===== config.mk =====
export PLATFORM = sky130hd
export DESIGN_NAME = load_arbiter
export DESIGN_NICKNAME = d
export VERILOG_FILES = /design/src/rtl/load_arb_pkg.sv /design/src/rtl/rr_pick.sv /design/src/rtl/load_arbiter.sv
export SDC_FILE = /design/constraint.sdc
export NUM_CORES = 1
export LEC_CHECK = 0
export CORE_MARGIN = 2
export CORE_UTILIZATION = 38
export CTS_BUF_LIST = sky130_fd_sc_hd__clkbuf_4 sky130_fd_sc_hd__clkbuf_8
export DETAILED_ROUTE_END_ITERATION = 12
export PLACE_DENSITY = 0.78
export SYNTH_ARGS = -nofsm -noshare
export SYNTH_HDL_FRONTEND = slang
export SYNTH_SLANG_ARGS = --single-unit

===== constraint.sdc =====
create_clock -name clk -period 2.3 [get_ports clk]
set_input_delay 0.575 -clock clk [delete_from_list [all_inputs] [get_ports clk]]
set_output_delay 0.575 -clock clk [all_outputs]
set_load 0.02 [all_outputs]

===== src/rtl/load_arb_pkg.sv =====
// Shared definitions for the load arbiter: FSM state encoding, default
// sizes and a helper that sizes requester-id fields.
package load_arb_pkg;

    localparam int N_DEFAULT = 4;
    localparam int W_DEFAULT = 4;

    typedef enum logic [1:0] {
        IDLE = 2'd0,
        LOAD = 2'd1,
        ACK  = 2'd2
    } state_t;

    // Width of a requester index; never less than one bit.
    function automatic int id_width(input int n);
        return (n > 1) ? $clog2(n) : 1;
    endfunction

endpackage


===== src/rtl/rr_pick.sv =====
// Combinational round-robin picker: scans req starting at index ptr,
// wrapping past N-1, and returns the first set requester.
module rr_pick
    import load_arb_pkg::*;
#(
    parameter int N  = N_DEFAULT,
    parameter int IW = id_width(N)
) (
    input  logic [N-1:0]  req,
    input  logic [IW-1:0] ptr,
    output logic          valid,
    output logic [IW-1:0] id
);

    // Walk from farthest to nearest so the nearest requester at or after ptr
    // is the last one written and therefore wins.
    always_comb begin
        valid = 1'b0;
        id    = '0;
        for (int k = N - 1; k >= 0; k--) begin
            int            s;
            logic [IW-1:0] idx;
            s = int'(ptr) + k;
            if (s >= N) begin
                s = s - N;
            end
            idx = IW'(s);
            if (req[idx]) begin
                valid = 1'b1;
                id    = idx;
            end
        end
    end

endmodule


===== src/rtl/load_arbiter.sv =====
// Arbitrates N requesters onto one shared parallel-load register.
// Each grant runs IDLE -> LOAD (one-cycle load strobe) -> ACK (one-cycle ack
// pulse) -> IDLE, so peak throughput is one load every three cycles.
// Build option: define LOAD_ARB_LOCK_EN to let a requester holding lock[id]
// during its ACK cycle keep the round-robin pointer, winning again next time.
module load_arbiter
    import load_arb_pkg::*;
#(
    parameter int N = N_DEFAULT,
    parameter int W = W_DEFAULT
) (
    input  logic           clk,
    input  logic           rst,
    input  logic [N-1:0]   req,
    input  logic [N*W-1:0] data,
    input  logic [N-1:0]   lock,
    output logic           load,
    output logic [W-1:0]   d,
    output logic [N-1:0]   gnt,
    output logic [N-1:0]   ack,
    output logic           busy
);

    localparam int IW = id_width(N);

    state_t         state_q, state_d;
    logic [IW-1:0]  ptr_q, ptr_d;
    logic [IW-1:0]  id_q, id_d;
    logic [W-1:0]   data_q, data_d;

    logic           pick_valid;
    logic [IW-1:0]  pick_id;
    logic [IW-1:0]  ptr_adv;
    logic [W-1:0]   slice [N];

    // Split the flat data bus into per-requester slices.
    for (genvar gi = 0; gi < N; gi++) begin : g_slice
        assign slice[gi] = data[gi*W +: W];
    end

    rr_pick #(
        .N  (N),
        .IW (IW)
    ) u_rr_pick (
        .req   (req),
        .ptr   (ptr_q),
        .valid (pick_valid),
        .id    (pick_id)
    );

    // Pointer moves to the requester just after the one being acknowledged.
    assign ptr_adv = (id_q == IW'(N - 1)) ? '0 : id_q + 1'b1;

`ifndef LOAD_ARB_LOCK_EN
    // Lock has no effect in this build; fold it so it is still consumed.
    logic unused_lock;
    assign unused_lock = ^lock;
`endif

    // State register; reset aborts any grant in flight without an ack.
    always_ff @(posedge clk or negedge rst) begin
        if (!rst) begin
            state_q <= IDLE;
            ptr_q   <= '0;
            id_q    <= '0;
            data_q  <= '0;
        end else begin
            state_q <= state_d;
            ptr_q   <= ptr_d;
            id_q    <= id_d;
            data_q  <= data_d;
        end
    end

    // Next-state: grant and capture data in IDLE, then step through LOAD and ACK.
    always_comb begin
        state_d = state_q;
        ptr_d   = ptr_q;
        id_d    = id_q;
        data_d  = data_q;
        case (state_q)
            IDLE: begin
                if (pick_valid) begin
                    id_d    = pick_id;
                    data_d  = slice[pick_id];
                    state_d = LOAD;
                end
            end
            LOAD: begin
                state_d = ACK;
            end
            ACK: begin
`ifdef LOAD_ARB_LOCK_EN
                if (!lock[id_q]) begin
                    ptr_d = ptr_adv;
                end
`else
                ptr_d = ptr_adv;
`endif
                state_d = IDLE;
            end
            default: begin
                state_d = IDLE;
            end
        endcase
    end

    // Outputs decode purely from registered state so reset clears them at once.
    always_comb begin
        load = 1'b0;
        d    = '0;
        gnt  = '0;
        ack  = '0;
        busy = (state_q != IDLE);
        case (state_q)
            LOAD: begin
                load       = 1'b1;
                d          = data_q;
                gnt[id_q]  = 1'b1;
            end
            ACK: begin
                gnt[id_q]  = 1'b1;
                ack[id_q]  = 1'b1;
            end
            default: begin
            end
        endcase
    end

endmodule


==> tab_implementation.tex <==
\begin{tabular}{lr}
\hline
Metric & Value \\
\hline
\multicolumn{2}{l}{\textbf{Status}} \\
Status & finished, final reports clean \\
\multicolumn{2}{l}{\textbf{STA}} \\
Max-slew headroom & 68.35\% \\
Fmax & 454.3 MHz \\
Hold Vio Cnt, Final & 0 \\
Unrepaired setup endpoints after global routing & false \\
Clock period minus worst slack & 2.201 ns \\
Final cycle utilization of the critical path & 95.70\% \\
Sum of negative setup slack & 0 ns \\
Pins over their slew limit & 0 \\
Final count of negative-setup-slack endpoints & 0 \\
Worst clock skew on the final layout & 0.002860 ns \\
Worst slew pin tran & 0.4627 ns \\
\multicolumn{2}{l}{\textbf{Synth}} \\
Post-synthesis net count & 123 \\
Main combinational cell family by area after synthesis & simple AND/OR/NAND/NOR gates \\
Complex-gate fraction of the synthesized area & 15.93\% \\
Simple-gate share of the synthesized area & 25.20\% \\
Post-synthesis xor/xnor area fraction & 0\% \\
Multiplexer share of the synthesized area & 7.967\% \\
Yosys synthesis warning count & 0 \\
Share of synthesized area occupied by flip-flops and latches & 32.52\% \\
Synth unique cells & 20 \\
Synthesized cell area & 769.5 µm² \\
Post-Synth Adder-Cell Area & 13.01\% \\
\#FFs+latches synth & 10 \\
Synth Instances & 89 \\
Syn Area/Cell & 8.646 µm² \\
\multicolumn{2}{l}{\textbf{Worst setup path}} \\
Crit start category & input pin \\
Setup slack on the worst flop-to-flop path & 0.40 ns \\
Worst Setup End Kind & flop \\
CP arrival & 2.32 ns \\
Critical register-to-register path endpoint & data\_q[2] \\
Path depth of the worst reg2reg path & 5 \\
Worst Setup Path Type & input pin to flop \\
Data required time at the worst endpoint & 2.42 ns \\
Startpoint of the worst-slack reg-to-reg timing path & ptr\_q[1] \\
Largest fanout on the critical path & 6 \\
\multicolumn{2}{l}{\textbf{Placed design}} \\
GP Congestion & 0.7017 \\
HPWL after detailed placement & 1.563 mm \\
Buffers added on ports & 35 \\
Cell count after placement & 158 \\
\multicolumn{2}{l}{\textbf{Power and ir drop}} \\
Leakage power & 0.6116 nW \\
Max rail drop VDD & 617.9 µV \\
Power density relative to cell area & 1060 mW/mm² \\
\multicolumn{2}{l}{\textbf{Clock network}} \\
Clock-pin slew on the worst setup and hold paths & 0.06 ns \\
Max H-tree Level & 1 \\
Maximum root-to-sink buffer count & 2 \\
Clock sink count & 10 \\
Clock network latency to the later pin of the worst-skew pair & 0.26 ns \\
Number of buffers created by CTS & 3 \\
Hold Buf Count CTS & 0 \\
Clk root buf & sky130\_fd\_sc\_hd\_\_clkbuf\_4 \\
TritonCTS clock tree & done \\
\multicolumn{2}{l}{\textbf{Drt}} \\
Final wirelength & 1.788 mm \\
Number of detailed-routing iterations run before antenna repair & 4 \\
Vias per inst & 4.913 \\
Overall via count from detail\_route & 791 \\
Remaining design rule violation count & 0 \\
Final routed wire length divided by cell count & 11.11 µm \\
Detailed Route Iter0 Violations & 5 \\
DRT antenna net count & 0 \\
\multicolumn{2}{l}{\textbf{Min path}} \\
End point of the worst hold path & data\_q[3] \\
HP Class & flop to flop \\
Origin of the worst min-delay path & data\_q[3] \\
Cells on Worst Hold Path & 2 \\
\multicolumn{2}{l}{\textbf{GRT}} \\
Total Routing Usage GR & 16.67\% \\
GR Overflow Total & 0 \\
Wire length of the first global-routing pass & 3.091 mm \\
Number of global-route vias before repair & 786 \\
Initial antenna violation count & 0 \\
Pin count of the biggest net entering global routing & 11 \\
\multicolumn{2}{l}{\textbf{Cells and area}} \\
Register area & 250.2 µm² \\
Antenna diodes & 0 \\
Fin nets & 170 \\
Fraction of layout cells with a size suffix above 1 & 10.45\% \\
Multi-input gate area & 484.2 µm² \\
Layout filler cell count & 182 \\
Area growth from synthesis to final layout & 58.37\% \\
Final non-filler cell total & 161 \\
\multicolumn{2}{l}{\textbf{Die}} \\
Die span in y & 49 µm \\
Overall die area & 0.002401 mm² \\
Initial core utilization & 39.63\% \\
Horizontal die dimension & 49 µm \\
Total number of placement rows & 16 \\
Placeable core area & 0.001942 mm² \\
Ports & 40 \\
\multicolumn{2}{l}{\textbf{Run}} \\
Max capacitance violation total & 0 \\
\hline
\end{tabular}
-- Yosys cell counts --
| cell | n | area, µm² |
|---|---|---|
| sky130_fd_sc_hd__ha_1 | 8 | 100.1 |
| sky130_fd_sc_hd__nand2b_1 | 2 | 12.51 |
| sky130_fd_sc_hd__nor2_1 | 7 | 26.28 |
| sky130_fd_sc_hd__a211oi_1 | 4 | 30.03 |
| sky130_fd_sc_hd__a21o_1 | 1 | 7.510 |
| sky130_fd_sc_hd__nor3_1 | 4 | 20.02 |
| sky130_fd_sc_hd__mux2_2 | 1 | 11.26 |
| sky130_fd_sc_hd__and2_1 | 13 | 81.33 |
| sky130_fd_sc_hd__nand2_1 | 9 | 33.78 |
| sky130_fd_sc_hd__inv_1 | 8 | 30.03 |
| sky130_fd_sc_hd__buf_6 | 1 | 11.26 |
| sky130_fd_sc_hd__mux2i_1 | 5 | 50.05 |
| sky130_fd_sc_hd__a2111oi_0 | 4 | 35.03 |
| sky130_fd_sc_hd__o2bb2a_1 | 1 | 10.01 |
| sky130_fd_sc_hd__o21ai_0 | 5 | 25.02 |
| sky130_fd_sc_hd__or3_1 | 1 | 6.260 |
| sky130_fd_sc_hd__a21oi_1 | 3 | 15.01 |
| sky130_fd_sc_hd__nand3b_1 | 1 | 7.510 |
| sky130_fd_sc_hd__nor4_1 | 1 | 6.260 |
| sky130_fd_sc_hd__dfrtp_1 | 10 | 250.2 |
-- cell families (layout without fill, tap and decap cells) --
kind of cell,after synthesis,after routing
AOI/OAI and AO/OA,18,18
adders and majority gates,8,8
buffers and inverters,9,54
DFF,10,10
muxes,6,6
and+or+nand+nor,38,38
-- layout make-up --
type | count | area share (%)
multi-input cells | 70 | 39.73
repair buffers | 43 | 32.65
well taps | 27 | 2.772
clock buffers | 3 | 1.848
inverters | 8 | 2.464
flip-flops and latches | 10 | 20.53
-- sequential cells by signal, summed over array words and instances (netlist names) --
signal and cells:
id_q 2, ptr_q 2, data_q 4, state_q 2
-- worst max path at each step --
stage / startpoint / to / slack (ns)
finish: req[2] / data_q[2] / 0.1
global route: req[2] / data_q[1] / 0.03
CTS: state_q[0] / busy / 0.07
detailed placement: req[2] / data_q[2] / -0.19
global placement: req[2] / data_q[2] / -0.14
floorplan: req[3] / data_q[0] / 0.43
-- report_power, final --
part / internal (mW) / total [mW] / switching [mW]
logic: 0.390 / 0.842 / 0.453
registers: 0.266 / 0.332 / 0.0660
clock network: 0.0603 / 0.118 / 0.0575
-- cell usage in the layout, fill, tap and decap left out --
master and instances:
sky130_fd_sc_hd__clkdlybuf4s50_1 22, sky130_fd_sc_hd__and2_1 13, sky130_fd_sc_hd__dlygate4sd2_1 12, sky130_fd_sc_hd__dfrtp_1 10
sky130_fd_sc_hd__nand2_1 9, sky130_fd_sc_hd__inv_1 8, sky130_fd_sc_hd__buf_4 8, sky130_fd_sc_hd__nor2_1 7
sky130_fd_sc_hd__ha_1 6, sky130_fd_sc_hd__o21ai_0 5, sky130_fd_sc_hd__mux2i_1 5, sky130_fd_sc_hd__nor3_1 4
sky130_fd_sc_hd__a211oi_1 4, sky130_fd_sc_hd__a21oi_1 3, sky130_fd_sc_hd__a2111oi_0 3, sky130_fd_sc_hd__clkbuf_4 3
sky130_fd_sc_hd__nand2b_1 2, sky130_fd_sc_hd__ha_2 2, sky130_fd_sc_hd__nor4_1 1, sky130_fd_sc_hd__o2bb2a_1 1
sky130_fd_sc_hd__a21o_1 1, sky130_fd_sc_hd__nand3b_1 1, sky130_fd_sc_hd__or3_1 1, sky130_fd_sc_hd__a2111oi_1 1
sky130_fd_sc_hd__mux2_2 1, sky130_fd_sc_hd__dlymetal6s2s_1 1
-- worst max-delay path, cell delays in order --
cell and delay, ns:
sky130_fd_sc_hd__clkdlybuf4s50_1 0.46, sky130_fd_sc_hd__mux2i_1 0.16, sky130_fd_sc_hd__nor2_1 0.08, sky130_fd_sc_hd__or3_1 0.42, sky130_fd_sc_hd__a2111oi_0 0.52, sky130_fd_sc_hd__a211oi_1 0.10
-- repair_timing --
| item | 4_1_cts | 5_1_grt |
|---|---|---|
| resized for setup | 14 | 2 |
| endpoints found under the setup margin | 12 | 2 |
| setup buffers | 0 | 0 |
-- metrics by stage --
stage	util [%]	setup slack [ns]	cell area, µm²	hold slack, ns	power [mW]
finish	62.76	0.09898	1219	0.5586	1.292
global route	62.76	0.02973	1219	0.6031	1.412
CTS	62.56	0.06581	1215	0.5639	1.308
detailed placement	61.92	-0.1874	1202	0.5552	1.239
global placement	61.92	-0.1426	1202	0.5264	1.208
floorplan	-	0.4265	769.5	0.2794	0.8701
-- routing by layer --
layer	GRT usage, %	vias up	wire length [µm]
met5	0	-	0
met4	8.571	0	21
met3	2.147	2	71
met2	33.33	25	988
li1	-	405	-
met1	16.35	359	707
(Power assumes the default switching activity.)
